[src/rtl/alu_reservation_station.sv]
//==============================================================================
// Module : alu_reservation_station
// Brief  : Age-ordered, collapsing reservation station for ALU-class ops with
//          CDB wakeup, oldest-ready select and a registered valid/ready issue
//          port. Optional RS_PERF_CNT_EN adds stall/issue counters.
// Rev    : 1.0
//==============================================================================
`default_nettype none

module alu_reservation_station #(
    parameter int DEPTH  = 4,
    parameter int TAG_W  = 5,
    parameter int DATA_W = 64
) (
    input  logic                       clk,
    input  logic                       rst_n,
    input  logic                       flush_i,

    input  logic                       disp_valid_i,
    output logic                       disp_ready_o,
    input  logic [2:0]                 disp_aluop_i,
    input  logic [1:0]                 disp_whichmath_i,
    input  logic                       disp_leftshift_i,
    input  logic                       disp_savecond_i,
    input  logic [TAG_W-1:0]           disp_dest_tag_i,
    input  logic                       disp_src1_rdy_i,
    input  logic [TAG_W-1:0]           disp_src1_tag_i,
    input  logic [DATA_W-1:0]          disp_src1_val_i,
    input  logic                       disp_src2_rdy_i,
    input  logic [TAG_W-1:0]           disp_src2_tag_i,
    input  logic [DATA_W-1:0]          disp_src2_val_i,

    input  logic                       cdb_valid_i,
    input  logic [TAG_W-1:0]           cdb_tag_i,
    input  logic [DATA_W-1:0]          cdb_val_i,

    output logic                       issue_valid_o,
    input  logic                       issue_ready_i,
    output logic [2:0]                 issue_aluop_o,
    output logic [1:0]                 issue_whichmath_o,
    output logic                       issue_leftshift_o,
    output logic                       issue_savecond_o,
    output logic [TAG_W-1:0]           issue_dest_tag_o,
    output logic [DATA_W-1:0]          issue_op1_o,
    output logic [DATA_W-1:0]          issue_op2_o,

    output logic [$clog2(DEPTH+1)-1:0] count_o
`ifdef RS_PERF_CNT_EN
    ,
    output logic [15:0]                stall_full_cnt_o,
    output logic [15:0]                issue_cnt_o
`endif
);

    localparam int CNT_W = $clog2(DEPTH+1);
    localparam int IDX_W = $clog2(DEPTH);

    typedef struct packed {
        logic              valid;
        logic [2:0]        aluop;
        logic [1:0]        whichmath;
        logic              leftshift;
        logic              savecond;
        logic [TAG_W-1:0]  dest;
        logic              s1_rdy;
        logic [TAG_W-1:0]  s1_tag;
        logic [DATA_W-1:0] s1_val;
        logic              s2_rdy;
        logic [TAG_W-1:0]  s2_tag;
        logic [DATA_W-1:0] s2_val;
    } entry_t;

    entry_t             r_ent [DEPTH];
    entry_t             w_up  [DEPTH];
    entry_t             w_nxt [DEPTH];
    entry_t             w_new;
    logic [CNT_W-1:0]   r_count;
    logic [CNT_W-1:0]   w_count_nxt;
    logic [CNT_W-1:0]   w_app_idx;
    logic               w_sel_found;
    logic [IDX_W-1:0]   w_sel_idx;
    logic               w_out_load;
    logic               w_remove;
    logic               w_disp_fire;

    logic               r_iss_valid;
    logic [2:0]         r_iss_aluop;
    logic [1:0]         r_iss_whichmath;
    logic               r_iss_leftshift;
    logic               r_iss_savecond;
    logic [TAG_W-1:0]   r_iss_dest;
    logic [DATA_W-1:0]  r_iss_op1;
    logic [DATA_W-1:0]  r_iss_op2;

    // Captures a broadcast result into any matching, still-waiting source.
    function automatic entry_t f_wake(input entry_t e, input logic cv,
                                      input logic [TAG_W-1:0] tag,
                                      input logic [DATA_W-1:0] val);
        entry_t r;
        r = e;
        if (cv && e.valid && !e.s1_rdy && (e.s1_tag == tag)) begin
            r.s1_rdy = 1'b1;
            r.s1_val = val;
        end
        if (cv && e.valid && !e.s2_rdy && (e.s2_tag == tag)) begin
            r.s2_rdy = 1'b1;
            r.s2_val = val;
        end
        return r;
    endfunction

    assign disp_ready_o = (r_count < CNT_W'(DEPTH));
    assign w_disp_fire  = disp_valid_i & disp_ready_o & ~flush_i;
    assign w_out_load   = ~r_iss_valid | issue_ready_i;
    assign w_remove     = w_out_load & w_sel_found & ~flush_i;
    assign w_app_idx    = w_remove ? (r_count - CNT_W'(1)) : r_count;

    always_comb begin
        w_sel_found = 1'b0;
        w_sel_idx   = '0;
        for (int i = DEPTH-1; i >= 0; i--) begin
            if (r_ent[i].valid && r_ent[i].s1_rdy && r_ent[i].s2_rdy) begin
                w_sel_found = 1'b1;
                w_sel_idx   = IDX_W'(i);
            end
        end
    end

    always_comb begin
        entry_t e;
        e.valid     = 1'b1;
        e.aluop     = disp_aluop_i;
        e.whichmath = disp_whichmath_i;
        e.leftshift = disp_leftshift_i;
        e.savecond  = disp_savecond_i;
        e.dest      = disp_dest_tag_i;
        e.s1_rdy    = disp_src1_rdy_i;
        e.s1_tag    = disp_src1_tag_i;
        e.s1_val    = disp_src1_val_i;
        e.s2_rdy    = disp_src2_rdy_i;
        e.s2_tag    = disp_src2_tag_i;
        e.s2_val    = disp_src2_val_i;
        w_new       = f_wake(e, cdb_valid_i, cdb_tag_i, cdb_val_i);
    end

    // Compaction first (entries above the issued slot move down), then wakeup,
    // then the new op lands at the first free slot of the compacted queue.
    always_comb begin
        for (int i = 0; i < DEPTH; i++) w_up[i] = '0;
        for (int i = 0; i < DEPTH-1; i++) w_up[i] = r_ent[i+1];
        for (int i = 0; i < DEPTH; i++) begin
            w_nxt[i] = (w_remove && (i >= int'(w_sel_idx))) ? w_up[i] : r_ent[i];
            w_nxt[i] = f_wake(w_nxt[i], cdb_valid_i, cdb_tag_i, cdb_val_i);
            if (w_disp_fire && (i == int'(w_app_idx))) w_nxt[i] = w_new;
            if (flush_i) w_nxt[i] = '0;
        end
    end

    always_comb begin
        w_count_nxt = r_count + CNT_W'(w_disp_fire) - CNT_W'(w_remove);
        if (flush_i) w_count_nxt = '0;
    end

    always_ff @(posedge clk or negedge rst_n) begin
        if (!rst_n) begin
            for (int i = 0; i < DEPTH; i++) r_ent[i] <= '0;
            r_count <= '0;
        end else begin
            for (int i = 0; i < DEPTH; i++) r_ent[i] <= w_nxt[i];
            r_count <= w_count_nxt;
        end
    end

    always_ff @(posedge clk or negedge rst_n) begin
        if (!rst_n) begin
            r_iss_valid     <= 1'b0;
            r_iss_aluop     <= '0;
            r_iss_whichmath <= '0;
            r_iss_leftshift <= 1'b0;
            r_iss_savecond  <= 1'b0;
            r_iss_dest      <= '0;
            r_iss_op1       <= '0;
            r_iss_op2       <= '0;
        end else if (flush_i) begin
            r_iss_valid <= 1'b0;
        end else if (w_out_load) begin
            r_iss_valid <= w_sel_found;
            if (w_sel_found) begin
                r_iss_aluop     <= r_ent[w_sel_idx].aluop;
                r_iss_whichmath <= r_ent[w_sel_idx].whichmath;
                r_iss_leftshift <= r_ent[w_sel_idx].leftshift;
                r_iss_savecond  <= r_ent[w_sel_idx].savecond;
                r_iss_dest      <= r_ent[w_sel_idx].dest;
                r_iss_op1       <= r_ent[w_sel_idx].s1_val;
                r_iss_op2       <= r_ent[w_sel_idx].s2_val;
            end
        end
    end

    assign issue_valid_o     = r_iss_valid;
    assign issue_aluop_o     = r_iss_aluop;
    assign issue_whichmath_o = r_iss_whichmath;
    assign issue_leftshift_o = r_iss_leftshift;
    assign issue_savecond_o  = r_iss_savecond;
    assign issue_dest_tag_o  = r_iss_dest;
    assign issue_op1_o       = r_iss_op1;
    assign issue_op2_o       = r_iss_op2;
    assign count_o           = r_count;

`ifdef RS_PERF_CNT_EN
    logic [15:0] r_stall_cnt;
    logic [15:0] r_issue_cnt;

    // Saturating counters; deliberately survive flush.
    always_ff @(posedge clk or negedge rst_n) begin
        if (!rst_n) begin
            r_stall_cnt <= '0;
            r_issue_cnt <= '0;
        end else begin
            if (disp_valid_i && !disp_ready_o && (r_stall_cnt != 16'hFFFF))
                r_stall_cnt <= r_stall_cnt + 16'd1;
            if (r_iss_valid && issue_ready_i && (r_issue_cnt != 16'hFFFF))
                r_issue_cnt <= r_issue_cnt + 16'd1;
        end
    end

    assign stall_full_cnt_o = r_stall_cnt;
    assign issue_cnt_o      = r_issue_cnt;
`endif

endmodule

`default_nettype wire

[config.mk]
export PLATFORM = sky130hd
export DESIGN_NAME = alu_reservation_station
export DESIGN_NICKNAME = d
export VERILOG_FILES = /design/src/rtl/alu_reservation_station.sv
export SDC_FILE = /design/constraint.sdc
export NUM_CORES = 2
export LEC_CHECK = 0
export ABC_CLOCK_PERIOD_IN_PS = 4400
export CAP_MARGIN = 15
export CORE_MARGIN = 2
export CORE_UTILIZATION = 40
export CTS_BUF_LIST = sky130_fd_sc_hd__clkbuf_4 sky130_fd_sc_hd__clkbuf_8
export DETAILED_ROUTE_END_ITERATION = 10
export PLACE_DENSITY = 0.68
export RECOVER_POWER = 25
export SLEW_MARGIN = 20
export SYNTH_ARGS = -nofsm -noshare
export SYNTH_HDL_FRONTEND = slang
export SYNTH_SLANG_ARGS = --single-unit
[constraint.sdc]
create_clock -name clk -period 4.4 [get_ports clk]
set_clock_uncertainty 0.2 [all_clocks]
set_input_delay 0.66 -clock clk [delete_from_list [all_inputs] [get_ports clk]]
set_output_delay 0.66 -clock clk [all_outputs]
set_load 0.05 [all_outputs]
-- Yosys cells after proc, flatten, opt, wreduce, memory -nomap -nowiden
Cells that the tools add are included.
- register bits: 756
- logic and storage cells: 197
- add/subtract/negate cells: 3
- order comparisons: 5
- eq/ne operators: 13
- multiplexer cells: 47
- bitwise logic cells: 8
- reduce and logical (&&, ||, !) cells: 64
- operators by type and width (operator ; count):
    $mux 153 ; 12
    $mux 64 ; 10
    $bmux 153 s2 ; 1
    $mux 152 ; 2
    $eq 5x5->1 ; 10
    $logic_and 1x1->1 ; 39
    $reduce_bool 4->1 ; 8
    $mux 1 ; 16
    $reduce_bool 3->1 ; 4
    $logic_not 1->1 ; 10
    $mux 2 ; 4
    $eq 3x3->1 const A ; 2
    $mux 3 ; 2
    $and 1x1->1 ; 4
    $ge 1x2->1 const A ; 2
    $add 3x1->3 ; 1
    $eq 2x3->1 const A ; 1
    $ge 3x3->1 const B ; 1
    $logic_not 3->1 ; 1
    $lt 3x3->1 const B ; 1
    $not 2->3 ; 1
    $reduce_and 3->1 ; 1
    $sub 3x1->3 ; 1
    $sub 3x1->3 const B ; 1
    other kinds (4) ; 5

-- Depth between registers and ports, before layout
- word-level depth: 16
- depth in mapped cells: 13

-- Worst setup path before layout
Ideal clock, no wire load.
- path kind: in2reg
- from: input issue_ready_i
- to: register, netlist name r_ent[386]
- data arrival time: 2.976 ns
- setup slack: 1.080 ns
- stages on the path: 8
- buffers on the path: 1
- cells stage by stage: and2b_1 -> a211oi_2 -> mux2i_1 -> xnor2_1 -> a211oi_1 -> clkbuf_1 -> mux2i_1 -> o221ai_1
- word-level cells in the longest chain between the ends: 11
- elaborated cells on any way between the ends: 17
- ends and longest elaborated chain (item ; RTL line ; text):
    start, declared ; 38 ; input logic issue_ready_i,
    $or 1x1->1 (*) ; 114 ; assign w_out_load = ~r_iss_valid | issue_ready_i;
    $and 1x1->1 (*) (2 in series) ; 115 ; assign w_remove = w_out_load & w_sel_found & ~flush_i;
    branches (longest 8 deep; another with $mux 153) ; -- ;
Mark *: on every way between the ends. The select of a mux whose other input is x is not followed.
A chain may end at the register's enable or synchronous reset.

-- Worst setup path in the final report
- from: register, netlist name r_ent[611]
- to: register, netlist name r_ent[546]
- word-level cells in the longest chain between the ends: 13
- elaborated cells on any way between the ends: 21
- ends and longest elaborated chain (item ; RTL line ; text):
    $logic_and 1x1->1 (*) (2 in series) ; 122 ; if (r_ent[i].valid && r_ent[i].s1_rdy && r_ent[i].s2_rdy) begin
    $mux 1 (*) ; 122 ;
    $and 1x1->1 (*) (2 in series) ; 115 ;
    via w_remove ; 83 ; logic w_remove;
    branches (longest 8 deep; another with $mux 153) ; -- ;
Mark *: on every way through the listed nets, which the timed path passes. The select of a mux whose other input is x is not followed.

==> results_dict.tcl <==
set metrics [dict create \
    outcome "finished, violations left" \
    violated_checks "capacitance limit, slew limit" \
    detailedRoute.firstPassIterationCount 9 \
    routed_wl_mm 184 \
    global_route_wire_length_before_repair_mm 273 \
    cp.required_ns 4.95 \
    design.die.area_um2 114000 \
    yosys_warns 0 \
    level_count_of_the_clock_h_tree 4 \
    p_per_area_nw_per_um2 311 \
    buffers_on_ports 371 \
    die_width_um 338 \
    synth_top_cells_by_area "sky130_fd_sc_hd__dfrtp_1 (42%), sky130_fd_sc_hd__mux2i_1 (13%), sky130_fd_sc_hd__nand2_1 (7.1%)" \
    worst_case_register_to_register_setup_slack_ns 0.46 \
    critical_path_fanout_max 13 \
    maxCapViolCount 1 \
    mapped_nets 5206 \
    seq_area_frac_synth_pct 42.5 \
    layout.nets 5425 \
    hold_path_origin "issue_op2_o[5]" \
    fmaxAchievable_mhz 254 \
    drt_first_iter_violations 6037 \
    initial_antenna_violation_count 4 \
    hold-path-endpoint "issue_op2_o[5]" \
    die_height_um 338 \
    final.fill_count 10340 \
    grt_usage_pct 31.5 \
    synthMostInstantiatedCell "sky130_fd_sc_hd__nand2_1" \
    core_area_um2 111000 \
    post_route_cells_drive_above_1_share_pct 8.91 \
    regToRegEndpoint "r_ent[546]" \
    syn_inst 4975 \
    synth.top_cells.by_count "sky130_fd_sc_hd__nand2_1 (844), sky130_fd_sc_hd__dfrtp_1 (756), sky130_fd_sc_hd__mux2i_1 (580)" \
    critical_path_arrival_ns 4.48 \
    synth_area_leader_cell "sky130_fd_sc_hd__dfrtp_1" \
    synth-edff-count 0 \
    remaining_overflow_grt 0 \
    cts.sink_count 756 \
    final_setup_violating_endpoints 0 \
    fin_crit_sh_pct 89.5 \
    cts_max_path_buffers 3 \
    worstSetupEndpointType "flip-flop" \
    final_core_utilization_pct 48.5 \
    synth_top_cell_area_share_pct 42.5 \
    worst_r2r_path_depth 9 \
    critPathLaunchType "flip-flop" \
    num_io_pins 372 \
    synth_area_um2 44500 \
    timing.hold.worst.class "reg2reg" \
    clkSlewWorstSetupHoldPaths_ns 0.06 \
    clock_latency_ns 0.85 \
    cts_bufs_inserted 136 \
    critical-path-slowest-cell "sky130_fd_sc_hd__nor3_4" \
    placementRows 122 \
    final_antenna_net_count 0 \
    vias_per_cell 6.44 \
    multiInputGateArea_um2 23000 \
    avgRoutedWirePerCell_um 27.1 \
    finalWorstPathRequiredPeriod_ns 3.94 \
    maximum_number_of_pins_on_one_net_before_global_route_repair 156 \
    type_of_the_setup_path_with_the_least_slack "reg2reg" \
    rsz_0062_raised_after_global_routing "no" \
    remaining_drc_errors 0 \
    via_count_of_the_first_global_routing_pass 42011 \
    regArea_um2 18900 \
    slew_of_the_pin_with_the_lowest_slew_margin_ns 3.04 \
    critical_path.reg2reg.startpoint "r_ent[611]" \
    cts_root_buf "sky130_fd_sc_hd__clkbuf_8" \
    finalHoldViolations 0 \
    synthArstFlopShare_pct 100 \
    vias 43641 \
    normalized_max_slew_margin_pct -103 \
    holdPathStages 2 \
    layout-area-overhead-vs-synth_pct 20.2 \
    crit_path_max_incr_delay_ns 0.95 \
    place_hpwl_mm 111 \
    timing.final.max_slew_violations 82 \
    initial_core_utilization_pct 40.3 \
    postSynthAreaPerCell_um2 8.95 \
    gp_congestion 0.945 \
    fin_tns_setup_ns 0 \
    timing.critical_path.cells "nand3_1 -> nand4_1 -> nand2_4 -> inv_2 -> a21oi_4 -> nand2_1 -> nor3_4 -> buf_4 -> a221o_1" \
    tritoncts "built" \
    synth.lib_cells_used.distinct 70 \
    power.leakage_nw 24.1 \
    ys_dominant_reg_cell "sky130_fd_sc_hd__dfrtp_1" \
    ir_drop_mv 0.284 \
    number_of_flip_flops_and_latches_in_the_synthesized_netlist 756 \
]
[per-layer routing]
layer / vias up / part of all wire (%) / global-route usage, %
met3: 480 / 12 / 9.27
met2: 3001 / 43 / 45.8
met5: - / 0.013 / 0
met1: 21558 / 40 / 43.0
li1: 18598 / - / -
met4: 4 / 4.4 / 14.3
[worst max-delay path, delay by kind of cell (launching register included)]
kind                   cells  cell delay [ns]
AOI/OAI and AO/OA          2             0.42
DFF                        1             0.44
and+or+nand+nor            5             2.29
buffers and inverters      2             0.48
[area by class of cell]
cell class,count,share of cell area [%]
multi-input combinational,3514,43.0
antenna,1,0.00467
inverter,215,1.51
timing repair buffer,571,11.6
sequential,756,35.3
clock inverter,19,0.280
tap,1488,3.48
clock buffer,212,4.83
[flip-flops by register name, summed over array words and instances (netlist names)]
| signal | cells |
|---|---|
| count_o | 3 |
| issue_valid_o | 1 |
| issue_savecond_o | 1 |
| issue_whichmath_o | 2 |
| issue_op2_o | 64 |
| issue_aluop_o | 3 |
| issue_leftshift_o | 1 |
| r_ent | 612 |
| issue_op1_o | 64 |
| issue_dest_tag_o | 5 |
[worst max path at each step]
stage                              from    endpoint  slack, ns  depth (start not counted)
after floorplan           issue_ready_i  r_ent[386]       1.08                          8
after global placement    issue_ready_i  r_ent[548]       0.06                         10
after detailed placement  issue_ready_i  r_ent[543]       0.03                         10
after CTS                    r_ent[611]  r_ent[546]       0.59                          9
after global routing         r_ent[611]  r_ent[546]       0.41                          9
final                        r_ent[611]  r_ent[546]       0.46                          9
[cell usage in the layout (no fill, tap or decap), types with 31 or more instances in the layout]
| cell type | instances |
|---|---|
| sky130_fd_sc_hd__a211o_1 | 96 |
| sky130_fd_sc_hd__a22oi_1 | 80 |
| sky130_fd_sc_hd__nor3_1 | 198 |
| sky130_fd_sc_hd__dfrtp_1 | 756 |
| sky130_fd_sc_hd__a221oi_1 | 33 |
| sky130_fd_sc_hd__mux2i_1 | 580 |
| sky130_fd_sc_hd__o21ai_0 | 257 |
| sky130_fd_sc_hd__inv_1 | 212 |
| sky130_fd_sc_hd__a31oi_1 | 37 |
| sky130_fd_sc_hd__clkdlybuf4s50_1 | 369 |
| sky130_fd_sc_hd__clkbuf_4 | 53 |
| sky130_fd_sc_hd__buf_12 | 79 |
| sky130_fd_sc_hd__a22o_1 | 33 |
| sky130_fd_sc_hd__a21oi_1 | 211 |
| sky130_fd_sc_hd__nand2_1 | 839 |
| sky130_fd_sc_hd__a32o_1 | 31 |
| sky130_fd_sc_hd__o221ai_1 | 207 |
| sky130_fd_sc_hd__buf_4 | 115 |
| sky130_fd_sc_hd__nand3_1 | 130 |
| sky130_fd_sc_hd__a221o_1 | 129 |
| sky130_fd_sc_hd__o2bb2ai_1 | 129 |
| sky130_fd_sc_hd__clkbuf_8 | 159 |
| sky130_fd_sc_hd__nor2_1 | 257 |
[kinds of logic (layout without fill, tap and decap cells)]
logic type               after synthesis  after routing  synth area share (%)
adder cells (fa/ha/maj)                4              4                 0.129
XOR/XNOR                              41             41                 0.806
buffers and inverters                705           1017                  6.45
flip-flops                           756            756                  42.5
AO/OA/AOI/OAI                       1347           1347                  22.4
AND/OR/NAND/NOR                     1542           1542                  14.7
multiplexers                         580            580                  13.0
other                                  0              1                     0
[metrics by stage]
stage                     cells  hold WS (ns)  power, mW  area [µm²]  setup slack, ns
after floorplan            4975         0.164       8.61       44500             1.08
after global placement     6542         0.266       9.76       50800           0.0591
after detailed placement   6542         0.273       9.80       50800           0.0343
after CTS                  6775         0.232       16.7       53600            0.588
after global routing       6776         0.276       17.2       53600            0.407
final                      6776         0.278       16.7       53600            0.461
[power by group]
group          internal, mW  leakage (nW)  switching [mW]
Clock                  3.78          1.45            3.17
Sequential             7.23          10.4           0.220
Combinational         0.802          12.2            1.48
Total                  11.8          24.1            4.87
[repair_timing]
item | 4_1_cts | 5_1_grt
buffers inserted | 0 | 0
hold buffers | 2 | 0
gates resized for setup | 0 | 0
endpoints found under the hold margin | 77 | 0
(Power assumes the default switching activity.)
